===== src/rtl/ecc_pkg.sv =====
// Shared encodings for the ECC operation sequencer: ops, width codes, FSM
// states, and the codeword/data-bit lookup and mask helpers.
package ecc_pkg;

  localparam int ECC_AMBA_WORD  = 32;
  localparam int ECC_DATA_WIDTH = 32;

  typedef enum logic [1:0] {
    OP_ENC  = 2'b00,
    OP_DEC  = 2'b01,
    OP_FULL = 2'b10,
    OP_ILL  = 2'b11
  } op_e;

  localparam logic [1:0] WIDTH_8  = 2'b00;
  localparam logic [1:0] WIDTH_16 = 2'b01;
  localparam logic [1:0] WIDTH_32 = 2'b10;

  typedef enum logic [1:0] {
    ST_IDLE = 2'b00,
    ST_ENC  = 2'b01,
    ST_DEC  = 2'b10,
    ST_DONE = 2'b11
  } state_e;

  // Width code 11 behaves exactly like the 32-bit code.
  function automatic logic [1:0] norm_width(input logic [1:0] w);
    return (w == 2'b11) ? WIDTH_32 : w;
  endfunction

  function automatic logic [6:0] cw_bits(input logic [1:0] w);
    logic [6:0] n;
    case (w)
      WIDTH_8:  n = 7'd8;
      WIDTH_16: n = 7'd16;
      default:  n = 7'd32;
    endcase
    return n;
  endfunction

  function automatic logic [6:0] data_bits(input logic [1:0] w);
    logic [6:0] n;
    case (w)
      WIDTH_8:  n = 7'd4;
      WIDTH_16: n = 7'd11;
      default:  n = 7'd26;
    endcase
    return n;
  endfunction

  function automatic logic [ECC_AMBA_WORD-1:0] mask_bits(input logic [6:0] n);
    logic [ECC_AMBA_WORD-1:0] m;
    m = '0;
    for (int i = 0; i < ECC_AMBA_WORD; i++) begin
      m[i] = (7'(i) < n);
    end
    return m;
  endfunction

  function automatic logic [ECC_AMBA_WORD-1:0] cw_mask(input logic [1:0] w);
    return mask_bits(cw_bits(w));
  endfunction

  function automatic logic [ECC_AMBA_WORD-1:0] data_mask(input logic [1:0] w);
    return mask_bits(data_bits(w));
  endfunction

endpackage


===== src/rtl/ecc_seq_stats.sv =====
// Saturating operation/error/drop counters for the ECC sequencer.
// Present only when ECC_SEQ_STATS_EN is defined.
`ifdef ECC_SEQ_STATS_EN
module ecc_seq_stats (
  input  logic        clk,
  input  logic        rst,
  input  logic        stat_clr,
  input  logic        inc_op,
  input  logic        inc_single,
  input  logic        inc_double,
  input  logic        inc_drop,
  output logic [15:0] stat_ops,
  output logic [15:0] stat_single,
  output logic [15:0] stat_double,
  output logic [7:0]  stat_drop
);

  logic [15:0] ops_r;
  logic [15:0] single_r;
  logic [15:0] double_r;
  logic [7:0]  drop_r;

  // Counters saturate at all-ones; clear has priority over any increment.
  always_ff @(posedge clk or negedge rst) begin
    if (!rst) begin
      ops_r    <= 16'd0;
      single_r <= 16'd0;
      double_r <= 16'd0;
      drop_r   <= 8'd0;
    end else if (stat_clr) begin
      ops_r    <= 16'd0;
      single_r <= 16'd0;
      double_r <= 16'd0;
      drop_r   <= 8'd0;
    end else begin
      if (inc_op && (ops_r != 16'hFFFF))       ops_r    <= ops_r + 16'd1;
      if (inc_single && (single_r != 16'hFFFF)) single_r <= single_r + 16'd1;
      if (inc_double && (double_r != 16'hFFFF)) double_r <= double_r + 16'd1;
      if (inc_drop && (drop_r != 8'hFF))        drop_r   <= drop_r + 8'd1;
    end
  end

  assign stat_ops    = ops_r;
  assign stat_single = single_r;
  assign stat_double = double_r;
  assign stat_drop   = drop_r;

endmodule
`endif


===== src/rtl/ecc_op_sequencer.sv =====
// Sequences encode / decode / full-channel operations through an external
// ECC encoder/decoder pair. Optional counters under ECC_SEQ_STATS_EN.
module ecc_op_sequencer
  import ecc_pkg::*;
#(
  parameter int AMBA_WORD  = ECC_AMBA_WORD,
  parameter int DATA_WIDTH = ECC_DATA_WIDTH
) (
  input  logic                  clk,
  input  logic                  rst,
  input  logic                  start,
  input  logic [1:0]            ctrl,
  input  logic [1:0]            codeword_width,
  input  logic [AMBA_WORD-1:0]  data_in,
  input  logic [AMBA_WORD-1:0]  noise,
  output logic [1:0]            enc_width,
  output logic [AMBA_WORD-1:0]  enc_data,
  input  logic [DATA_WIDTH-1:0] enc_result,
  output logic [1:0]            dec_width,
  output logic [DATA_WIDTH-1:0] dec_data,
  input  logic [AMBA_WORD-1:0]  dec_result,
  input  logic [1:0]            dec_num_err,
  output logic                  busy,
  output logic                  operation_done,
  output logic [AMBA_WORD-1:0]  data_out,
`ifdef ECC_SEQ_STATS_EN
  input  logic                  stat_clr,
  output logic [15:0]           stat_ops,
  output logic [15:0]           stat_single,
  output logic [15:0]           stat_double,
  output logic [7:0]            stat_drop,
`endif
  output logic [1:0]            num_of_errors
);

  state_e                  state_r, state_nxt_s;
  op_e                     op_r;
  logic [1:0]              width_r;
  logic [AMBA_WORD-1:0]    data_r;
  logic [AMBA_WORD-1:0]    noise_r;
  logic [DATA_WIDTH-1:0]   dec_data_r;
  logic [AMBA_WORD-1:0]    data_out_r;
  logic [1:0]              num_err_r;
  logic                    busy_r;
  logic                    done_r;
  logic                    accept_s;
  logic [AMBA_WORD-1:0]    res_data_s;
  logic [1:0]              res_err_s;

  assign accept_s = start && ((state_r == ST_IDLE) || (state_r == ST_DONE))
                    && (ctrl != OP_ILL);

  // Next-state decode; start is only honoured from IDLE or DONE.
  always_comb begin
    state_nxt_s = state_r;
    case (state_r)
      ST_IDLE, ST_DONE: begin
        if (accept_s) begin
          state_nxt_s = (ctrl == OP_DEC) ? ST_DEC : ST_ENC;
        end else begin
          state_nxt_s = ST_IDLE;
        end
      end
      ST_ENC: begin
        if (op_r == OP_FULL) begin
          state_nxt_s = ST_DEC;
        end else begin
          state_nxt_s = ST_DONE;
        end
      end
      ST_DEC:  state_nxt_s = ST_DONE;
      default: state_nxt_s = ST_IDLE;
    endcase
  end

  // Result selection for the transition into DONE.
  always_comb begin
    res_data_s = '0;
    res_err_s  = 2'b00;
    if (state_r == ST_ENC) begin
      res_data_s = AMBA_WORD'(enc_result) & AMBA_WORD'(cw_mask(width_r));
      res_err_s  = 2'b00;
    end else begin
      res_data_s = dec_result & AMBA_WORD'(data_mask(width_r));
      res_err_s  = dec_num_err;
    end
  end

  // FSM state register.
  always_ff @(posedge clk or negedge rst) begin
    if (!rst) state_r <= ST_IDLE;
    else      state_r <= state_nxt_s;
  end

  // Operand latch, loaded only by an accepted start.
  always_ff @(posedge clk or negedge rst) begin
    if (!rst) begin
      op_r    <= OP_ENC;
      width_r <= 2'b00;
      data_r  <= '0;
      noise_r <= '0;
    end else if (accept_s) begin
      op_r    <= op_e'(ctrl);
      width_r <= norm_width(codeword_width);
      data_r  <= data_in;
      noise_r <= noise;
    end
  end

  // Decoder input: the masked operand for decode, the noisy codeword for full.
  always_ff @(posedge clk or negedge rst) begin
    if (!rst) begin
      dec_data_r <= '0;
    end else if (accept_s && (ctrl == OP_DEC)) begin
      dec_data_r <= DATA_WIDTH'(data_in & AMBA_WORD'(cw_mask(norm_width(codeword_width))));
    end else if ((state_r == ST_ENC) && (op_r == OP_FULL)) begin
      dec_data_r <= DATA_WIDTH'((AMBA_WORD'(enc_result) ^ noise_r)
                                & AMBA_WORD'(cw_mask(width_r)));
    end
  end

  // Status flags and result register; the result holds until the next DONE.
  always_ff @(posedge clk or negedge rst) begin
    if (!rst) begin
      busy_r     <= 1'b0;
      done_r     <= 1'b0;
      data_out_r <= '0;
      num_err_r  <= 2'b00;
    end else begin
      busy_r <= (state_nxt_s == ST_ENC) || (state_nxt_s == ST_DEC);
      done_r <= (state_nxt_s == ST_DONE);
      if (state_nxt_s == ST_DONE) begin
        data_out_r <= res_data_s;
        num_err_r  <= res_err_s;
      end
    end
  end

  assign enc_width      = width_r;
  assign enc_data       = data_r;
  assign dec_width      = width_r;
  assign dec_data       = dec_data_r;
  assign busy           = busy_r;
  assign operation_done = done_r;
  assign data_out       = data_out_r;
  assign num_of_errors  = num_err_r;

`ifdef ECC_SEQ_STATS_EN
  logic fin_dec_s;
  assign fin_dec_s = (state_r == ST_DEC) && (state_nxt_s == ST_DONE);

  ecc_seq_stats u_stats (
    .clk        (clk),
    .rst        (rst),
    .stat_clr   (stat_clr),
    .inc_op     (state_nxt_s == ST_DONE),
    .inc_single (fin_dec_s && (dec_num_err == 2'b01)),
    .inc_double (fin_dec_s && (dec_num_err == 2'b10)),
    .inc_drop   (start && !accept_s),
    .stat_ops   (stat_ops),
    .stat_single(stat_single),
    .stat_double(stat_double),
    .stat_drop  (stat_drop)
  );
`endif

endmodule


===== config.mk =====
export PLATFORM = sky130hd
export DESIGN_NAME = ecc_op_sequencer
export DESIGN_NICKNAME = d
export VERILOG_FILES = /design/src/rtl/ecc_pkg.sv /design/src/rtl/ecc_seq_stats.sv /design/src/rtl/ecc_op_sequencer.sv
export SDC_FILE = /design/constraint.sdc
export NUM_CORES = 1
export LEC_CHECK = 0
export CAP_MARGIN = 20
export CORE_MARGIN = 4
export CORE_UTILIZATION = 47
export CTS_CLUSTER_DIAMETER = 30
export DETAILED_ROUTE_END_ITERATION = 10
export GPL_TIMING_DRIVEN = 0
export PLACE_DENSITY = 0.86
export RECOVER_POWER = 50
export SLEW_MARGIN = 30
export SYNTH_ARGS = -nofsm -noshare
export SYNTH_HDL_FRONTEND = slang
export SYNTH_SLANG_ARGS = --single-unit

===== constraint.sdc =====
create_clock -name clk -period 5.44 [get_ports clk]
set_clock_uncertainty 0.1 [all_clocks]
set_input_delay 1.632 -clock clk [delete_from_list [all_inputs] [get_ports clk]]
set_output_delay 1.632 -clock clk [all_outputs]
set_load 0.1 [all_outputs]

==> Word level (Yosys, flattened, before mapping) <==
Cells that the tools add are included.
{ "totals": {"reg_bits": 138, "latch_bits": 0, "mem_bits_rw": 0, "rom_bits": 0, "input_bits": 137, "output_inout_bits": 104, "elab_cells": 183, "memories": 0} }
{ "classes": {"add_sub_neg": 0, "n_mul": 0, "div": 0, "magnitude_cmp": 128, "eq_ne": 12, "shift": 0, "n_mux": 17, "bitwise": 5, "reduce_logical": 11} }
{ "op_table": {"columns": ["op", "count"], "rows": [
  ["5-bit by 7-bit < comparator with 1-bit output (first input constant)", 64],
  ["4-bit by 7-bit < comparator with 1-bit output (first input constant)", 32],
  ["32-bit AND", 4],
  ["3-bit by 7-bit < comparator with 1-bit output (first input constant)", 16],
  ["32-bit 2-to-1 mux", 3],
  ["1-bit by 7-bit < comparator with 1-bit output (first input constant)", 8],
  ["2-bit by 7-bit < comparator with 1-bit output (first input constant)", 8],
  ["7-bit 2-to-1 mux", 5],
  ["32-bit XOR", 1],
  ["6-bit one-hot mux with 2 select lines", 2],
  ["2-bit equality test (second input constant)", 6],
  ["2-bit by 1-bit equality test with 1-bit output (second input constant)", 5],
  ["5-bit one-hot mux with 2 select lines", 1],
  ["2-bit 2-to-1 mux", 4],
  ["2-bit logical NOT", 3],
  ["2-bit one-hot mux with 3 select lines", 1],
  ["1-bit logical AND", 4],
  ["1-bit logical OR", 2],
  ["2-bit inequality test (second input constant)", 1],
  ["2-bit nonzero test", 1],
  ["2-bit OR reduction", 1],
  ["1-bit 2-to-1 mux", 1]
]} }

==> Logic depth before layout (Yosys ltp) <==
Gate-level depths: netlist of the first run.
{ "depth": {"word_depth": 10, "ltp_mapped": 11, "depth_no_buf": 7} }

==> Least setup slack after synthesis of the first run <==
OpenSTA, ideal clock, no wires.
{ "synth_timing": {"kind": "input to register", "start": "in ctrl[1]", "end": "reg data_out_r[31] (netlist: data_out[31])", "setup_ns": 0.136, "arrival_ns": 3.085, "t_required_ns": 5.204, "slack_ns": 2.119, "stages": 8, "n_path_buf": 4, "cell_sequence": "nand4b_1 clkbuf_1 nand2_1 ha_1 clkbuf_1 clkbuf_1 clkbuf_1 o21ai_0"} }
{ "synth_via": {"elab_chain_cells": 5, "word_cells_on_any_way": 7, "cone_classes": "eq/ne: 3; mux: 3; reduce/logical: 1"} }
{ "synth_lines": {"columns": ["element", "line", "source"], "rows": [
  ["start, declared", "ecc_op_sequencer.sv:12", "input logic [1:0] ctrl,"],
  ["2-bit by 1-bit equality test with 1-bit output or 2-bit inequality test (tied branches)", "ecc_op_sequencer.sv:59, ecc_op_sequencer.sv:51", null],
  ["2-bit 2-to-1 mux or 1-bit logical AND (tied branches)", "ecc_op_sequencer.sv:59, ecc_op_sequencer.sv:51", null],
  ["2-bit 2-to-1 mux *", "ecc_op_sequencer.sv:58", "if (accept_s) begin"],
  ["2-bit one-hot mux with 3 select lines *", "ecc_op_sequencer.sv:56", "case (state_r)"],
  ["2-bit equality test *", "ecc_op_sequencer.sv:132", "if (state_nxt_s == ST_DONE) begin"],
  ["end signal, assigned", "ecc_op_sequencer.sv:133", "data_out_r <= res_data_s;"],
  ["end, declared", "ecc_op_sequencer.sv:42", "logic [AMBA_WORD-1:0] data_out_r;"]
]} }
Every way passes the cells marked *; elsewhere a longest branch is shown, timed or not.
A chain may end at the register's enable or synchronous reset.

==> Worst setup path after layout of the first run <==
{ "layout_timing": {"start": "in ctrl[1]", "end": "reg data_out_r[16] (netlist: data_out[16])"} }
Same word-level chain as after synthesis.

==> flow_metrics.py, run 1 <==
metrics = {
    "outcome": {
        "status": "complete, but fails checks",
        "violations": "max-capacitance violations, max-slew violations",
    },
    "cells_and_area": {
        "drive_above_1_share_pct": 14.17,
        "final_util_pct": 73.02,
        "n_fill_cell": 904,
        "diodes": 0,
        "nets": 892,
        "area_growth_pct": 51.23,
        "stdcell_count": 934,
    },
    "drt": {
        "firstDrtPassIters": 5,
        "via_per_inst": 5.479,
        "wl_per_cell_um": 21.22,
        "antenna_left": 0,
        "post-route-drc-count": 0,
        "drt-initial-drc-count": 309,
        "wl_um": 19820,
        "vias": 5117,
    },
    "synth": {
        "yosysSeqAreaShare_pct": 56.44,
        "synthFlopType": "dfrtp_1",
        "synthTopCellsByCount": "138 x dfrtp_1, 66 x mux2_2, 27 x a221o_1, 27 x nor2_1, 23 x a21oi_1",
        "ys_ff_latch": 138,
        "synth_most_common_cell": "dfrtp_1",
        "synth_top_area_share_pct": 56.44,
        "synthTopCellsByArea": "dfrtp_1 56%, mux2_2 12%, a221o_1 4.4%, xnor2_1 2.3%, xor2_1 2.3%",
        "synthDistinctLibCells": 43,
        "synthArstFlopShare_pct": 100.0,
        "avgSynthCellArea_sq_um": 12.46,
        "synth.net_count": 633,
        "synth_edf_count": 0,
        "syn_inst": 491,
        "synth_top_area_cell": "dfrtp_1",
        "syn-cell-area_sq_um": 6118,
        "yosysWarnings": 0,
    },
    "global_route": {
        "grt_overflow": 0,
        "antenna_found_initial": 0,
        "grt_max_degree": 81,
        "track_usage_pct": 27.07,
        "grt_first_pass_wirelength_um": 30500,
        "grt_pass1_vias": 5693,
    },
    "setup_path": {
        "critPathArrivalTime_ns": 4.60,
        "critPathCaptureType": "flop",
        "worst_path_most_repeated_cell": "clkbuf_1",
        "critical_path.top_delay_family": "buffers and inverters",
        "r2r_start": "state_r[1]",
        "ff2ff_setup_slack_ns": 1.32,
        "crit_chain": "dlygate4sd3_1 > nand4b_1 > clkbuf_1 > nand2_1 > ha_1 > clkbuf_1 > clkbuf_1 > buf_1 > a21oi_1",
        "path_class": "in -> reg",
        "crit_fanout": 10,
        "cpPeakStageDelay_ns": 0.62,
        "crit_buf_inv": 5,
        "reg2reg_depth": 11,
        "required_ns": 5.59,
        "critPathSlowestCell": "dlygate4sd3_1",
        "r2r-end": "data_out[16]",
        "setup.worst_path.start_class": "input pin",
    },
    "sta": {
        "setup_slack_ns": 0.9927,
        "rsz0062_at_grt": "false",
        "period_needed_ns": 4.447,
        "maxSlewViolCount": 59,
        "slew_headroom_pct": -121.0,
        "hold_violations": 0,
        "finalCritPeriodShare_pct": 81.75,
        "setup_viol": 0,
        "worst_pin_slew_ns": 3.315,
        "fmax_mhz": 224.9,
    },
    "floorplan": {
        "die-area_sq_um": 14910,
        "pin_count": 241,
        "die_h_um": 122.1,
        "start_util_pct": 48.29,
        "coreArea_sq_um": 12670,
        "rows": 41,
        "die_x_um": 122.1,
    },
    "job": {
        "max-cap-violations": 1,
    },
    "clock_network": {
        "cts_made_buffers": 17,
        "clock_tree.buffer_depth": 2,
        "h-tree-depth": 4,
        "cts_sinks": 138,
        "root_buffer": "clkbuf_16",
        "cts_tree": "done",
        "clkSlewWorstSetupHoldPaths_ns": 0.05,
        "cts_resized": 0,
        "cts_hold_buf": 0,
        "clk_latency_ns": 0.41,
        "cts_setup_buffers": 0,
    },
    "hold_path": {
        "worstHoldPathCells": 1,
        "hp-start": "enc_data[19]",
        "holdCritPathClass": "reg -> reg",
        "min_to": "enc_data[19]",
    },
    "place": {
        "hpwl_um": 14850,
        "dp.cells": 903,
        "gp_congestion": 0.8549,
        "dp_slack_ns": 0.6437,
        "numPortBuffers": 239,
    },
}
[area by class of cell]
| type | count | area (sq um) | share of cell area (%) |
|---|---|---|---|
| Sequential cell | 138 | 3453 | 37.32 |
| Tap cell | 172 | 215.2 | 2.326 |
| Buffer | 35 | 170.2 | 1.839 |
| Timing Repair Buffer | 240 | 2401 | 25.95 |
| Clock buffer | 30 | 534.3 | 5.774 |
| Inverter | 12 | 45.04 | 0.4868 |
| Multi-Input combinational cell | 306 | 2429 | 26.25 |
| Clock inverter | 1 | 5.005 | 0.05409 |
[state kept, by name (all words and copies together), names as in the netlist]
register,flops
num_of_errors,2
busy,1
dec_width,2
operation_done,1
state_r,2
op_r,2
enc_data,32
data_out,32
noise_r,32
dec_data,32
[how the worst max path moves through the flow]
stage / start / slack, ns / depth (start not counted) / end
floorplan: ctrl[1] / 2.12 / 8 / data_out[31]
global placement: rst / -2.68 / 1 / enc_data[10]
detailed placement: ctrl[0] / 0.64 / 9 / data_out[16]
CTS: ctrl[0] / 1.07 / 9 / data_out[16]
global route: rst / 0.55 / 1 / enc_data[14]
finish: ctrl[1] / 0.99 / 9 / data_out[16]
[routing by layer]
metal | up-vias | GRT usage [%] | share of wire (%)
met5 | - | 0 | 0
met4 | 0 | 10.36 | 2.4
met3 | 41 | 8.960 | 9.2
met2 | 267 | 45.79 | 50
met1 | 2504 | 32.08 | 39
li1 | 2305 | - | -
[per-stage QoR]
step	setup TNS [ns]	hold WS (ns)	area, sq um
after global placement	-369.27	0.3869	8726
after floorplan	0	0.3995	6118
after global routing	0	0.4216	9253
final	0	0.4024	9253
after CTS	0	0.4039	9298
after detailed placement	0	0.3920	8758
[worst reg2reg max path: cells and delay by family, from the launching register on]
family,cells,cell delay [ns]
AO/OA/AOI/OAI,3,0.64
flip-flops,1,0.38
buffers and inverters,6,2.44
adder cells (fa/ha/maj),2,0.40
[cells by family (layout without fill, tap and decap cells)]
logic type               Yosys count  after routing  synth area share, %
buffers and inverters             47            318                3.824
multiplexers                      79             79                14.27
adder cells (fa/ha/maj)            5              5                1.022
flip-flops                       138            138                56.44
AO/OA/AOI/OAI                     97             97                11.55
XOR/XNOR                          32             32                4.581
AND/OR/NAND/NOR                   93             93                8.303
[cell usage in the layout, fill, tap and decap left out, types with 3 or more instances in the layout]
cell type / netlist / routed
o22ai_1: 7 / 7
xnor2_1: 16 / 16
o21ai_0: 12 / 12
mux2i_1: 13 / 13
clkbuf_8: 0 / 6
ha_1: 5 / 5
clkbuf_1: 11 / 31
and3_1: 9 / 9
a31oi_1: 4 / 4
nor4_1: 7 / 7
inv_1: 12 / 12
a22oi_1: 14 / 14
nor2_1: 27 / 27
nor2b_1: 10 / 10
nand2b_1: 3 / 3
a21oi_1: 23 / 23
buf_2: 16 / 7
nand2_1: 12 / 13
a32oi_1: 5 / 5
nor3_1: 8 / 8
a221o_1: 27 / 27
clkdlybuf4s50_1: 0 / 234
buf_6: 4 / 3
mux2_2: 66 / 66
xor2_1: 16 / 16
dfrtp_1: 138 / 138
clkbuf_16: 0 / 17
Power of run 1 is not shown: default switching activity piles up to over one toggle a cycle in this logic, so the estimate is an artifact.
==> inputs of run 2 (changes only) <==
- CORE_UTILIZATION: 47 -> 44
- PLACE_DENSITY: 0.86 -> 0.81
- clock period: 5.44 -> 4.12 ns (I/O delays scaled with it)
==> flow_metrics.py, run 2 (synthesized netlist as in run 1, its figures left out) <==
metrics = {
    "cells_and_area": {
        "final_common_cell": "clkdlybuf4s50_1",
        "drive_above_1_share_pct": 15.33,
        "nets": 892,
        "area_growth_pct": 53.11,
        "mostFrequentLayoutCells": "236 x clkdlybuf4s50_1, 138 x dfrtp_1, 66 x mux2_2",
        "diodes": 0,
        "design_area_sq_um": 9368,
        "final_util_pct": 69.63,
    },
    "setup_path": {
        "setup.worst_path.start_class": "input pin",
        "required_ns": 4.28,
        "crit_fanout": 10,
        "path_class": "in -> reg",
        "critPathArrivalTime_ns": 4.11,
        "critPathCaptureType": "flop",
    },
    "hold_path": {
        "holdCritPathClass": "reg -> reg",
    },
    "clock_network": {
        "cts_sinks": 138,
        "h-tree-depth": 4,
        "cts_hold_buf": 0,
        "clock_tree.buffer_depth": 2,
        "root_buffer": "clkbuf_16",
        "cts_made_buffers": 17,
        "cts_setup_buffers": 0,
        "clkSlewWorstSetupHoldPaths_ns": 0.05,
        "cts_tree": "done",
        "clk_latency_ns": 0.42,
        "cts_resized": 0,
    },
    "sta": {
        "hold_violations": 0,
        "setup_viol": 0,
        "finalCritPeriodShare_pct": 95.86,
        "maxSlewViolCount": 64,
        "fin_hold_ws_ns": 0.4031,
        "slew_headroom_pct": -2.566,
        "worst_pin_slew_ns": 1.538,
        "fmax_mhz": 253.2,
        "rsz0062_at_grt": "false",
        "period_needed_ns": 3.950,
    },
    "drt": {
        "drt-initial-drc-count": 242,
        "post-route-drc-count": 0,
        "antenna_left": 0,
        "firstDrtPassIters": 7,
        "via_per_inst": 5.461,
        "wl_um": 19810,
        "wl_per_cell_um": 21.09,
        "vias": 5128,
    },
    "place": {
        "hpwl_um": 14830,
        "gp_congestion": 0.8854,
        "numPortBuffers": 239,
        "dpl-instance-area_sq_um": 8763,
    },
    "floorplan": {
        "pin_count": 241,
        "die_x_um": 125.9,
        "die_h_um": 125.9,
        "coreArea_sq_um": 13450,
        "start_util_pct": 45.48,
        "rows": 42,
        "die-area_sq_um": 15860,
    },
    "global_route": {
        "grt_pass1_vias": 5567,
        "track_usage_pct": 24.88,
        "grt_overflow": 0,
        "grt_max_degree": 77,
        "grt_first_pass_wirelength_um": 30720,
        "antenna_found_initial": 0,
    },
    "outcome": {
        "status": "complete, but fails checks",
        "violations": "max-capacitance violations, max-slew violations",
    },
    "job": {
        "max-cap-violations": 1,
    },
}
==> run 2: final cells by class <==
cell class / instances / area, sq um
fill: 1042 / 4085
inverter: 12 / 45.04
clock buffer: 26 / 529.3
tap: 176 / 220.2
sequential: 138 / 3453
clock inverter: 6 / 130.1
buffer: 35 / 172.7
multi-input combinational: 306 / 2429
timing repair buffer: 240 / 2389
==> run 2: through the flow <==
step / std cells / worst slack, ns / TNS [ns]
floorplan: 491 / 1.195 / 0
global placement: 906 / -3.658 / -506.32
detailed placement: 907 / -0.2648 / -5.678
CTS: 939 / 0.1462 / 0
global route: 939 / 0.02921 / 0
finish: 939 / 0.1705 / 0
==> run 2: path summary, 6_finish.rpt <==
check                             startpoint           end  slack [ns]  depth (start not counted)
max in group asynchronous                rst   dec_data[9]        0.92                          2
min in group asynchronous                rst  data_out[27]        1.08                          1
worst max register to register    state_r[1]  data_out[16]        0.31                         11
worst min register to register  enc_data[12]  enc_data[12]        0.40                          1
worst min-delay path            enc_data[12]  enc_data[12]        0.40                          1
worst max-delay path                 ctrl[0]  data_out[16]        0.17                          9
==> run 2: worst max-delay path: stages <==
cell and delay [ns]:
clkdlybuf4s50_1 0.61, nand4b_1 0.19, clkbuf_1 0.27, nand2_1 0.13, ha_1 0.14, clkbuf_1 0.36
clkbuf_1 0.42, buf_1 0.59, a21oi_1 0.15
==> run 2: layer usage <==
| layer | share of wire (%) | up-vias | wire (um) | GRT usage (%) |
|---|---|---|---|---|
| met5 | 0 | - | 0 | 0 |
| li1 | - | 2303 | - | - |
| met1 | 40 | 2557 | 7845 | 30.19 |
| met2 | 50 | 240 | 9805 | 41.28 |
| met4 | 2.5 | 0 | 488 | 9.085 |
| met3 | 8.4 | 28 | 1665 | 8.594 |
Power of run 2 is left out for the same reason.
==> inputs of run 3 (changes only) <==
- clock period: 4.12 -> 4.4 ns (I/O delays scaled with it)
==> flow_metrics.py, run 3 (synthesized netlist as in run 1, its figures left out) <==
metrics = {
    "cells_and_area": {
        "final_common_cell": "clkdlybuf4s50_1",
        "drive_above_1_share_pct": 15.07,
        "nets": 892,
        "mostFrequentLayoutCells": "235 x clkdlybuf4s50_1, 138 x dfrtp_1, 66 x mux2_2",
        "diodes": 0,
        "area_growth_pct": 53.54,
        "stdcell_count": 939,
    },
    "setup_path": {
        "critPathSlowestCell": "dlygate4sd3_1",
        "path_class": "in -> reg",
        "critical_path.top_delay_family": "buffers and inverters",
        "crit_fanout": 10,
        "critPathCaptureType": "flop",
        "ff2ff_setup_slack_ns": 0.44,
        "setup.worst_path.start_class": "input pin",
        "crit_buf_inv": 5,
        "crit_chain": "dlygate4sd3_1 > nand4b_1 > clkbuf_1 > nand2_1 > ha_1 > clkbuf_1 > clkbuf_1 > buf_1 > a21oi_1",
        "required_ns": 4.56,
        "critPathArrivalTime_ns": 4.24,
        "cpPeakStageDelay_ns": 0.61,
        "worst_path_most_repeated_cell": "clkbuf_1",
    },
    "clock_network": {
        "cts_hold_buf": 0,
        "cts_setup_buffers": 0,
        "clkSlewWorstSetupHoldPaths_ns": 0.06,
        "h-tree-depth": 4,
        "cts_resized": 0,
        "cts_made_buffers": 17,
        "cts_sinks": 138,
        "cts_tree": "done",
        "clk_latency_ns": 0.41,
        "clock_tree.buffer_depth": 2,
        "root_buffer": "clkbuf_16",
    },
    "hold_path": {
        "holdCritPathClass": "reg -> reg",
    },
    "sta": {
        "fmax_mhz": 244.8,
        "rsz0062_at_grt": "false",
        "period_needed_ns": 4.085,
        "worst_pin_slew_ns": 2.818,
        "maxSlewViolCount": 63,
        "finalCritPeriodShare_pct": 92.85,
        "slew_headroom_pct": -87.85,
        "hold_violations": 0,
        "setup_viol": 0,
    },
    "floorplan": {
        "die_x_um": 125.9,
        "pin_count": 241,
        "start_util_pct": 45.48,
        "coreArea_sq_um": 13450,
        "die-area_sq_um": 15860,
        "rows": 42,
        "die_h_um": 125.9,
    },
    "drt": {
        "vias": 5130,
        "drt-initial-drc-count": 246,
        "wl_um": 19810,
        "wl_met3_um": 1673,
        "wl_per_cell_um": 21.09,
        "top_layer": "met4",
        "wl_met1_um": 7829,
        "post-route-drc-count": 0,
        "via_per_inst": 5.463,
        "wl_met2_um": 9831,
        "antenna_left": 0,
        "firstDrtPassIters": 5,
    },
    "global_route": {
        "grt_overflow": 0,
        "grt_first_pass_wirelength_um": 30720,
        "antenna_found_initial": 0,
        "grt_max_degree": 77,
        "track_usage_pct": 24.88,
        "grt_pass1_vias": 5567,
    },
    "place": {
        "gp_congestion": 0.8854,
        "dp.cells": 907,
        "hpwl_um": 14830,
        "numPortBuffers": 239,
    },
    "job": {
        "max-cap-violations": 1,
    },
    "outcome": {
        "violations": "max-capacitance violations, max-slew violations",
        "status": "complete, but fails checks",
    },
}
==> run 3: cell types whose count changed in the layout (fill, tap and decap cells not counted), sizes merged <==
cell,previous run,this run
clkbuf,50,47
dlymetal6s4s,0,1
dlygate4sd3,1,2
clkdlybuf4s50,236,235
buf,14,16
==> run 3: stage by stage <==
| stage | worst slack, ns | utilization, % | area (sq um) | hold WS [ns] | TNS (ns) |
|---|---|---|---|---|---|
| CTS | 0.3422 | 70.04 | 9423 | 0.4053 | 0 |
| detailed placement | -0.06881 | 65.14 | 8763 | 0.3929 | -0.5791 |
| floorplan | 1.391 | - | 6118 | 0.3995 | 0 |
| global route | 0.09772 | 69.83 | 9394 | 0.4116 | 0 |
| global placement | -3.462 | 64.90 | 8731 | 0.3872 | -476.26 |
| finish | 0.3146 | 69.83 | 9394 | 0.4031 | 0 |
==> run 3: path summary, 6_finish.rpt <==
check	from	end	cells after the start
max in group asynchronous	rst	dec_data[10]	1
worst min-delay path	enc_data[12]	enc_data[12]	1
worst max register to register	state_r[1]	data_out[30]	11
min in group asynchronous	rst	data_out[27]	1
worst max-delay path	ctrl[1]	data_out[30]	9
worst min register to register	enc_data[12]	enc_data[12]	1
==> run 3: layer usage <==
metal / GRT usage (%) / up-vias
met1: 30.19 / 2561
met3: 8.594 / 26
met2: 41.28 / 239
met5: 0 / -
li1: - / 2304
met4: 9.085 / 0
==> run 3: final cells by class <==
cell class / count / area, sq um
fill: 1038 / 4059
tap: 176 / 220.2
clock inverter: 6 / 130.1
buffer: 35 / 171.4
clock buffer: 26 / 529.3
multi-input combinational: 306 / 2429
inverter: 12 / 45.04
sequential: 138 / 3453
timing repair buffer: 240 / 2416
==> run 3: worst register-to-register path: cells and delay by family (launching register included) <==
| kind | cells | cell delay (ns) |
|---|---|---|
| AOI/OAI and AO/OA | 3 | 0.59 |
| DFF | 1 | 0.37 |
| adders and majority gates | 2 | 0.40 |
| buffers and inverters | 6 | 2.33 |
Power of run 3 is left out for the same reason.
